===== config.mk =====
export PLATFORM = sky130hd
export DESIGN_NAME = ahb2apb
export DESIGN_NICKNAME = d
export VERILOG_FILES = /design/src/rtl/ahb2apb.sv
export SDC_FILE = /design/constraint.sdc
export NUM_CORES = 1
export LEC_CHECK = 0
export CORE_ASPECT_RATIO = 1.5
export CORE_MARGIN = 10
export CORE_UTILIZATION = 41
export DETAILED_ROUTE_END_ITERATION = 10
export PLACE_DENSITY = 0.79
export SLEW_MARGIN = 20
export SYNTH_ARGS = -nofsm -noshare
export SYNTH_HDL_FRONTEND = slang
export SYNTH_SLANG_ARGS = --single-unit

===== constraint.sdc =====
create_clock -name aclk -period 1.8 [get_ports aclk]
set_input_delay 0.45 -clock aclk [delete_from_list [all_inputs] [get_ports aclk]]
set_output_delay 0.45 -clock aclk [all_outputs]
set_load 0.01 [all_outputs]

===== src/rtl/ahb2apb.sv =====
// AHB-Lite to APB bridge: one outstanding transfer at a time.
//
// An accepted AHB NONSEQ/SEQ transfer is latched, converted into an APB
// SETUP/ACCESS sequence, and completed back on AHB with OKAY or a two-cycle
// ERROR. Transfers wider than a word are rejected without touching APB.
//
// Ports:
//   aclk, aresetn   clock and synchronous active-low reset
//   ahb_*           AHB-Lite slave side (address/control in, data/response out)
//   apb_*           APB requester side (paddr/psel/penable/pwrite/pwdata/pstrb out,
//                   prdata/pready/pslverr in)
// All outputs are registered.
module ahb2apb #(
  parameter int unsigned PADDR_W = 16
) (
  input  logic               aclk,
  input  logic               aresetn,
  input  logic [31:0]        ahb_haddr,
  input  logic [2:0]         ahb_hsize,
  input  logic [1:0]         ahb_htrans,
  input  logic [31:0]        ahb_hwdata,
  input  logic               ahb_hwrite,
  input  logic               ahb_hready,
  input  logic               ahb_hselx,
  output logic [31:0]        ahb_hrdata,
  output logic               ahb_hresp,
  output logic               ahb_hreadyout,
  output logic [PADDR_W-1:0] apb_paddr,
  output logic               apb_psel,
  output logic               apb_penable,
  output logic               apb_pwrite,
  output logic [31:0]        apb_pwdata,
  output logic [3:0]         apb_pstrb,
  input  logic [31:0]        apb_prdata,
  input  logic               apb_pready,
  input  logic               apb_pslverr
);

  typedef enum logic [2:0] {
    StIdle,
    StLatch,
    StSetup,
    StAccess,
    StDone,
    StErr1,
    StErr2
  } state_e;

  state_e               state;
  logic [PADDR_W-1:0]   addr_q;
  logic                 write_q;
  logic [1:0]           size_q;
  logic                 accept;
  logic [3:0]           strb;

  // Upper address bits are outside the APB window and intentionally dropped.
  logic unused_haddr;
  assign unused_haddr = ^ahb_haddr[31:PADDR_W];

  // New transfers are only taken when the bridge is not busy with one.
  assign accept = ahb_hselx & ahb_hready & ahb_htrans[1] &
                  ((state == StIdle) | (state == StDone) | (state == StErr2));

  // Byte lanes from the latched size and low address bits; reads strobe nothing.
  always_comb begin
    strb = 4'b0000;
    if (write_q) begin
      case (size_q)
        2'd0:    strb = 4'b0001 << addr_q[1:0];
        2'd1:    strb = 4'b0011 << {addr_q[1], 1'b0};
        default: strb = 4'b1111;
      endcase
    end
  end

  // Outputs are registered alongside the state so each one already reflects
  // the state being entered.
  always_ff @(posedge aclk) begin
    if (!aresetn) begin
      state         <= StIdle;
      addr_q        <= '0;
      write_q       <= 1'b0;
      size_q        <= 2'd0;
      ahb_hrdata    <= 32'h0;
      ahb_hresp     <= 1'b0;
      ahb_hreadyout <= 1'b1;
      apb_paddr     <= '0;
      apb_psel      <= 1'b0;
      apb_penable   <= 1'b0;
      apb_pwrite    <= 1'b0;
      apb_pwdata    <= 32'h0;
      apb_pstrb     <= 4'b0000;
    end else begin
      case (state)
        StIdle, StDone, StErr2: begin
          if (accept) begin
            addr_q        <= ahb_haddr[PADDR_W-1:0];
            write_q       <= ahb_hwrite;
            size_q        <= ahb_hsize[1:0];
            ahb_hreadyout <= 1'b0;
            if (ahb_hsize > 3'd2) begin
              state     <= StErr1;
              ahb_hresp <= 1'b1;
            end else begin
              state     <= StLatch;
              ahb_hresp <= 1'b0;
            end
          end else begin
            state         <= StIdle;
            ahb_hreadyout <= 1'b1;
            ahb_hresp     <= 1'b0;
          end
        end

        // hwdata is valid in this cycle (AHB data phase); launch the APB
        // address/control so they are stable from SETUP onward.
        StLatch: begin
          state       <= StSetup;
          apb_psel    <= 1'b1;
          apb_penable <= 1'b0;
          apb_paddr   <= addr_q;
          apb_pwrite  <= write_q;
          apb_pstrb   <= strb;
          if (write_q) begin
            apb_pwdata <= ahb_hwdata;
          end
        end

        StSetup: begin
          state       <= StAccess;
          apb_penable <= 1'b1;
        end

        StAccess: begin
          if (apb_pready) begin
            apb_psel    <= 1'b0;
            apb_penable <= 1'b0;
            if (!apb_pwrite) begin
              ahb_hrdata <= apb_prdata;
            end
            if (apb_pslverr) begin
              state     <= StErr1;
              ahb_hresp <= 1'b1;
            end else begin
              state         <= StDone;
              ahb_hreadyout <= 1'b1;
            end
          end
        end

        // Second cycle of the AHB ERROR response.
        StErr1: begin
          state         <= StErr2;
          ahb_hresp     <= 1'b1;
          ahb_hreadyout <= 1'b1;
        end

        default: begin
          state         <= StIdle;
          ahb_hresp     <= 1'b0;
          ahb_hreadyout <= 1'b1;
          apb_psel      <= 1'b0;
          apb_penable   <= 1'b0;
        end
      endcase
    end
  end

endmodule


======== Yosys cells after proc, flatten, opt, wreduce, memory -nomap -nowiden ========
Cells that the tools add are included.
word-level totals
  output and inout bits ................... 89
  input bits .............................. 108
  register bits after elaboration ......... 111
  word-level logic and storage cells ...... 67
operators by class
  bitwise logic cells ..................... 9
  equality and inequality tests ........... 10
  multiplexer cells ....................... 19
  reductions and logical operators ........ 13
  shift operators ......................... 2
  magnitude comparators ................... 1
operators with widths
  kind                                                                  number
  3-bit case mux with 5 select lines                                    1
  3-bit == test, second input constant                                  3
  1-bit two-way mux                                                     9
  3-bit two-way mux                                                     3
  1-bit case mux with 3 select lines                                    3
  3-bit AND reduction                                                   3
  4-bit case mux with 2 select lines                                    1
  2-bit AND reduction                                                   4
  3-bit by 2-bit == test with 1-bit output, second input constant       2
  2-bit inequality test, second input constant                          3
  5-bit OR reduction                                                    1
  4-bit two-way mux                                                     1
  1-bit NOT                                                             4
  1-bit case mux with 4 select lines                                    1
  4-bit OR reduction                                                    1
  1-bit by 2-bit << shifter with 4-bit output, first input constant     1
  2-bit by 2-bit << shifter with 4-bit output, first input constant     1
  1-bit bitwise AND                                                     3
  3-bit by 1-bit == test with 1-bit output, second input constant       1
  3-bit by 2-bit > comparator with 1-bit output, second input constant  1
  3-bit logical NOT                                                     1
  3-bit OR reduction                                                    1
  2-bit by 1-bit == test with 1-bit output, second input constant       1
  2-bit logical NOT                                                     1
  other kinds (2)                                                       3

======== Logic depth before layout (Yosys ltp) ========
Gate-level depths: netlist of run 1.
  depth after elaboration ................. 6
  depth in mapped cells ................... 7
  mapped depth without buffers ............ 4

======== Worst setup path before layout of run 1 ========
No wires, ideal clock.
  path type ............................... flip-flop to flip-flop
  from .................................... register state[1]
  to ...................................... register addr_q[0]
  stages on the path, launching flop included .. 7
  required time ........................... 1678 ps
  slack ................................... 252 ps
  data arrival time ....................... 1426 ps
  library setup time ...................... 122 ps
  buffers on the path ..................... 2
  clock period less this slack ............ 1548 ps
  path through ............................ dfxtp_1 buf_2 nor2b_1 or4b_1 buf_2 nand2_1 a21boi_0
on the way
  word-level cells in the longest chain between the ends .. 5
  elaborated cells on any way between the ends .. 8
  classes of those cells .................. 2 x eq/ne; 3 x bitwise; 3 x reduce/logical
RTL lines
  item                                                line    source
  from (decl)                                         49      state_e state;
  from (signal assigned)                              80      state <= StIdle;
  from (signal assigned)                              102     state <= StErr1;
  from (signal assigned)                              105     state <= StLatch;
  3-bit == test or 3-bit logical NOT (tied branches)  62, 94
  1-bit OR (2 in a row)                               62      ((state == StIdle) | (state == StDone) | (state == StErr2));
  1-bit bitwise AND                                   61      assign accept = ahb_hselx & ahb_hready & ahb_htrans[1] &
  2-bit AND reduction (no line) (*)                   -
  to (signal assigned)                                97      addr_q <= ahb_haddr[PADDR_W-1:0];
  to (decl)                                           50      logic [PADDR_W-1:0] addr_q;
Mark *: on every way between the ends. The rest lies on a longest branch, timed or not.
A chain may end at the register's enable or synchronous reset.

======== Worst setup path after layout of run 1 ========
  from .................................... register ahb_hrdata[22]
  to ...................................... output ahb_hrdata[22]
RTL lines
  item                    line  source
  from (decl)             25    output logic [31:0] ahb_hrdata,
  from (signal assigned)  139   ahb_hrdata <= apb_prdata;
No word-level cell between the ends.

==> results.ini, run 1 <==
[clock_network]
cts_buffer_depth = 2
clkLatencyLatePin_ns = 0.35
ctsHtreeMaxLevel = 3
clk_pin_slew_ns = 0.07
hold_buffers = 0
cts_buffers = 9
cts_root_buffer = clkbuf_16
numClockSinks = 111
cts_tree = yes

[synthesis]
ys_seq_area_share_pct = 52.7
synthTopCellsByCount = 208 x nand2_1, 111 x dfxtp_1, 99 x a21boi_0, 22 x clkbuf_1, 13 x buf_2
ys_seq_elements = 111
synth_warnings = 0
ys_types = 26
netlist.area_leader.share_pct = 52.7
yosys_most_used_dff = dfxtp_1
synthArstFlopShare_pct = 0
post-synth-top-count-cell = nand2_1
synth_nets = 614
synth_area_mm2 = 0.00422
post_synth.cell_area_avg_um2 = 8.34
synthCells = 506
ys_top_cells_by_area = dfxtp_1 53%, nand2_1 19%, a21boi_0 18%, clkbuf_1 2.0%, buf_2 1.5%
synth_edf_count = 0
yosysTopAreaCell = dfxtp_1

[sta]
setup-violations-final = 0
min_period_ns = 1.72
setup_tns_ns = 0
fin_crit_sh_pct = 95.6
finClkSkew_ns = 0.0121
finalHoldViolations = 0
relSlewSlack_pct = 74.9
tightest_slew_ns = 0.372
rsz0062_at_grt = false
finalMaxSlewViolations = 0
max_freq_ghz = 0.581

[placement]
hpwl_um = 9450
placed_area_mm2 = 0.00620
io_buffers = 179
routabilityCongestion = 0.806

[drt]
finalWirelength_um = 12500
wl_per_cell_um = 15.5
drc = 0
first_pass_iters = 4
detail-route-antenna-nets = 0
avgViaCountPerCell = 4.87
dr_total_vias = 3913
drt_iter0_drc = 123

[finish]
antenna_cells = 0
drive_gt1_share_pct = 5.97
fin_util_pct = 64.8
finalNetCount = 790
finalInstanceArea_mm2 = 0.00653
layout.area.seq_mm2 = 0.00222
area_growth_pct = 54.8
multi_input_area_mm2 = 0.00184
nFillCells = 841

[setup_path]
cp-end-kind = output pin
crit_type = reg -> out
rr_startpoint = state[0]$_SDFFE_PN0P_
crit_slowest_cell = clkdlybuf4s50_1
rr_endpoint = apb_paddr[12]$_SDFFE_PN0N_
slowest_delay_ns = 0.58
critPathTopFamily = buffers and inverters
start_kind = register
critPathBufInv = 1
r2r_slack_ns = 0.15
required_ns = 1.35
worstPathCellList = clkdlybuf4s50_1
reg2reg_depth = 4
crit_arrival_ns = 1.27
cp_max_fo = 2

[status]
status = finished, final reports clean

[pwr]
power_w = 0.00498
p_leak_nw = 2.24
power_density_mw_per_mm2 = 762
ir_worst_vdd_uv = 613

[global_routing]
grt_max_degree = 112
grt_pass1_vias = 3878
grt_use_total_pct = 16.6
overflow = 0
antenna_found_initial = 0
grt_pass1_wl_um = 19300

[hold_path]
min_from = apb_pwdata[25]$_SDFFE_PN0P_
hold_class = reg -> reg
hold_depth = 2
min_to = apb_pwdata[25]$_SDFFE_PN0P_

[floorplanning]
coreArea_mm2 = 0.0101
pin_count = 197
dieArea_mm2 = 0.0148
die-height_um = 144
rows = 45
die_width_um = 103
start_util_pct = 41.8

[job]
max_cap_violations = 0

## worst reg2reg max path, stage by stage, from the launching register on
cell and delay (ns):
dfxtp_1 0.52, or3b_2 0.61, buf_4 0.24, nand2_1 0.09, a21boi_0 0.08
## metrics by stage
stage / hold slack, ns / setup WS, ns / cells
3_5_place_dp: 0.448 / -0.239 / 785
6_report: 0.458 / 0.0791 / 804
3_3_place_gp: 0.441 / -0.189 / 785
4_1_cts: 0.455 / 0.0285 / 801
5_1_grt: 0.468 / 0.0250 / 804
2_1_floorplan: 0.435 / 0.252 / 506
## cell families after synthesis
logic type / count (synthesis) / share of synthesized area, %
flops: 111 / 52.7
compound gates: 125 / 21.4
buf+inv: 39 / 3.86
simple gates: 231 / 22.0
## final cells by class
| class | instances | area share, % |
|---|---|---|
| sequential | 111 | 34.0 |
| clock inverter | 5 | 0.977 |
| tap | 117 | 2.24 |
| inverter | 4 | 0.230 |
| clock buffer | 11 | 3.72 |
| multi-input combinational | 356 | 28.2 |
| timing repair buffer | 200 | 30.6 |
## report_power, final
group	internal (W)	leakage, nW	switching (W)
Clock	0.00113	0.147	0.000911
Sequential	0.00248	0.896	0.0000229
Combinational	0.000277	1.20	0.000147
## layout by cell type, fill, tap and decap left out, types with 5 or more instances in the layout
master / Yosys / final
nand2_1: 208 / 208
clkdlybuf4s50_1: 0 / 176
dfxtp_1: 111 / 111
a21boi_0: 99 / 99
buf_4: 0 / 17
o21ai_0: 11 / 11
clkbuf_16: 0 / 9
nor2b_1: 7 / 7
a21boi_1: 6 / 6
nor2_1: 5 / 5
## worst max path at each step
stage / end / slack (ns) / startpoint / cells after the start
floorplan: addr_q[0]$_SDFFE_PN0P_ / 0.25 / state[1]$_SDFFE_PN0P_ / 6
global placement: addr_q[11]$_SDFFE_PN0P_ / -0.19 / ahb_htrans[1] / 6
detailed placement: addr_q[11]$_SDFFE_PN0P_ / -0.24 / ahb_hselx / 6
CTS: apb_psel / 0.03 / apb_psel$_SDFFE_PN0P_ / 1
global route: apb_paddr[12]$_SDFFE_PN0N_ / 0.02 / state[0]$_SDFFE_PN0P_ / 4
finish: ahb_hrdata[22] / 0.08 / ahb_hrdata[22]$_SDFFE_PN0P_ / 1
## state kept, by name, summed over array words and instances (netlist names), 2 cells and up
register	count
size_q	2
apb_paddr	16
state	3
ahb_hrdata	32
apb_pwdata	32
addr_q	16
apb_pstrb	4
## layer usage
layer / routed length (µm) / GRT usage, %
met1: 4450 / 16.4
met2: 6860 / 31.1
met3: 887 / 4.30
met4: 290 / 7.71
met5: 0 / 0
## what timing repair did
action | 4_1_cts | 5_1_grt
gates resized for setup | 1 | 1
endpoints found under the setup margin | 1 | 12
setup buffers | 0 | 3
Power figures use the tool's default switching activity.
==> run 2, diff against run 1 <==
--- a/config.mk
+++ b/config.mk
@@ -8,6 +8,7 @@
 export CORE_ASPECT_RATIO = 1.5
 export CORE_MARGIN = 10
 export CORE_UTILIZATION = 41
+export CTS_CLUSTER_DIAMETER = 60
 export DETAILED_ROUTE_END_ITERATION = 10
 export PLACE_DENSITY = 0.79
 export SLEW_MARGIN = 20
==> results of run 2 <==
Same layout as run 1: the final DEF is identical, and so are final timing and power.
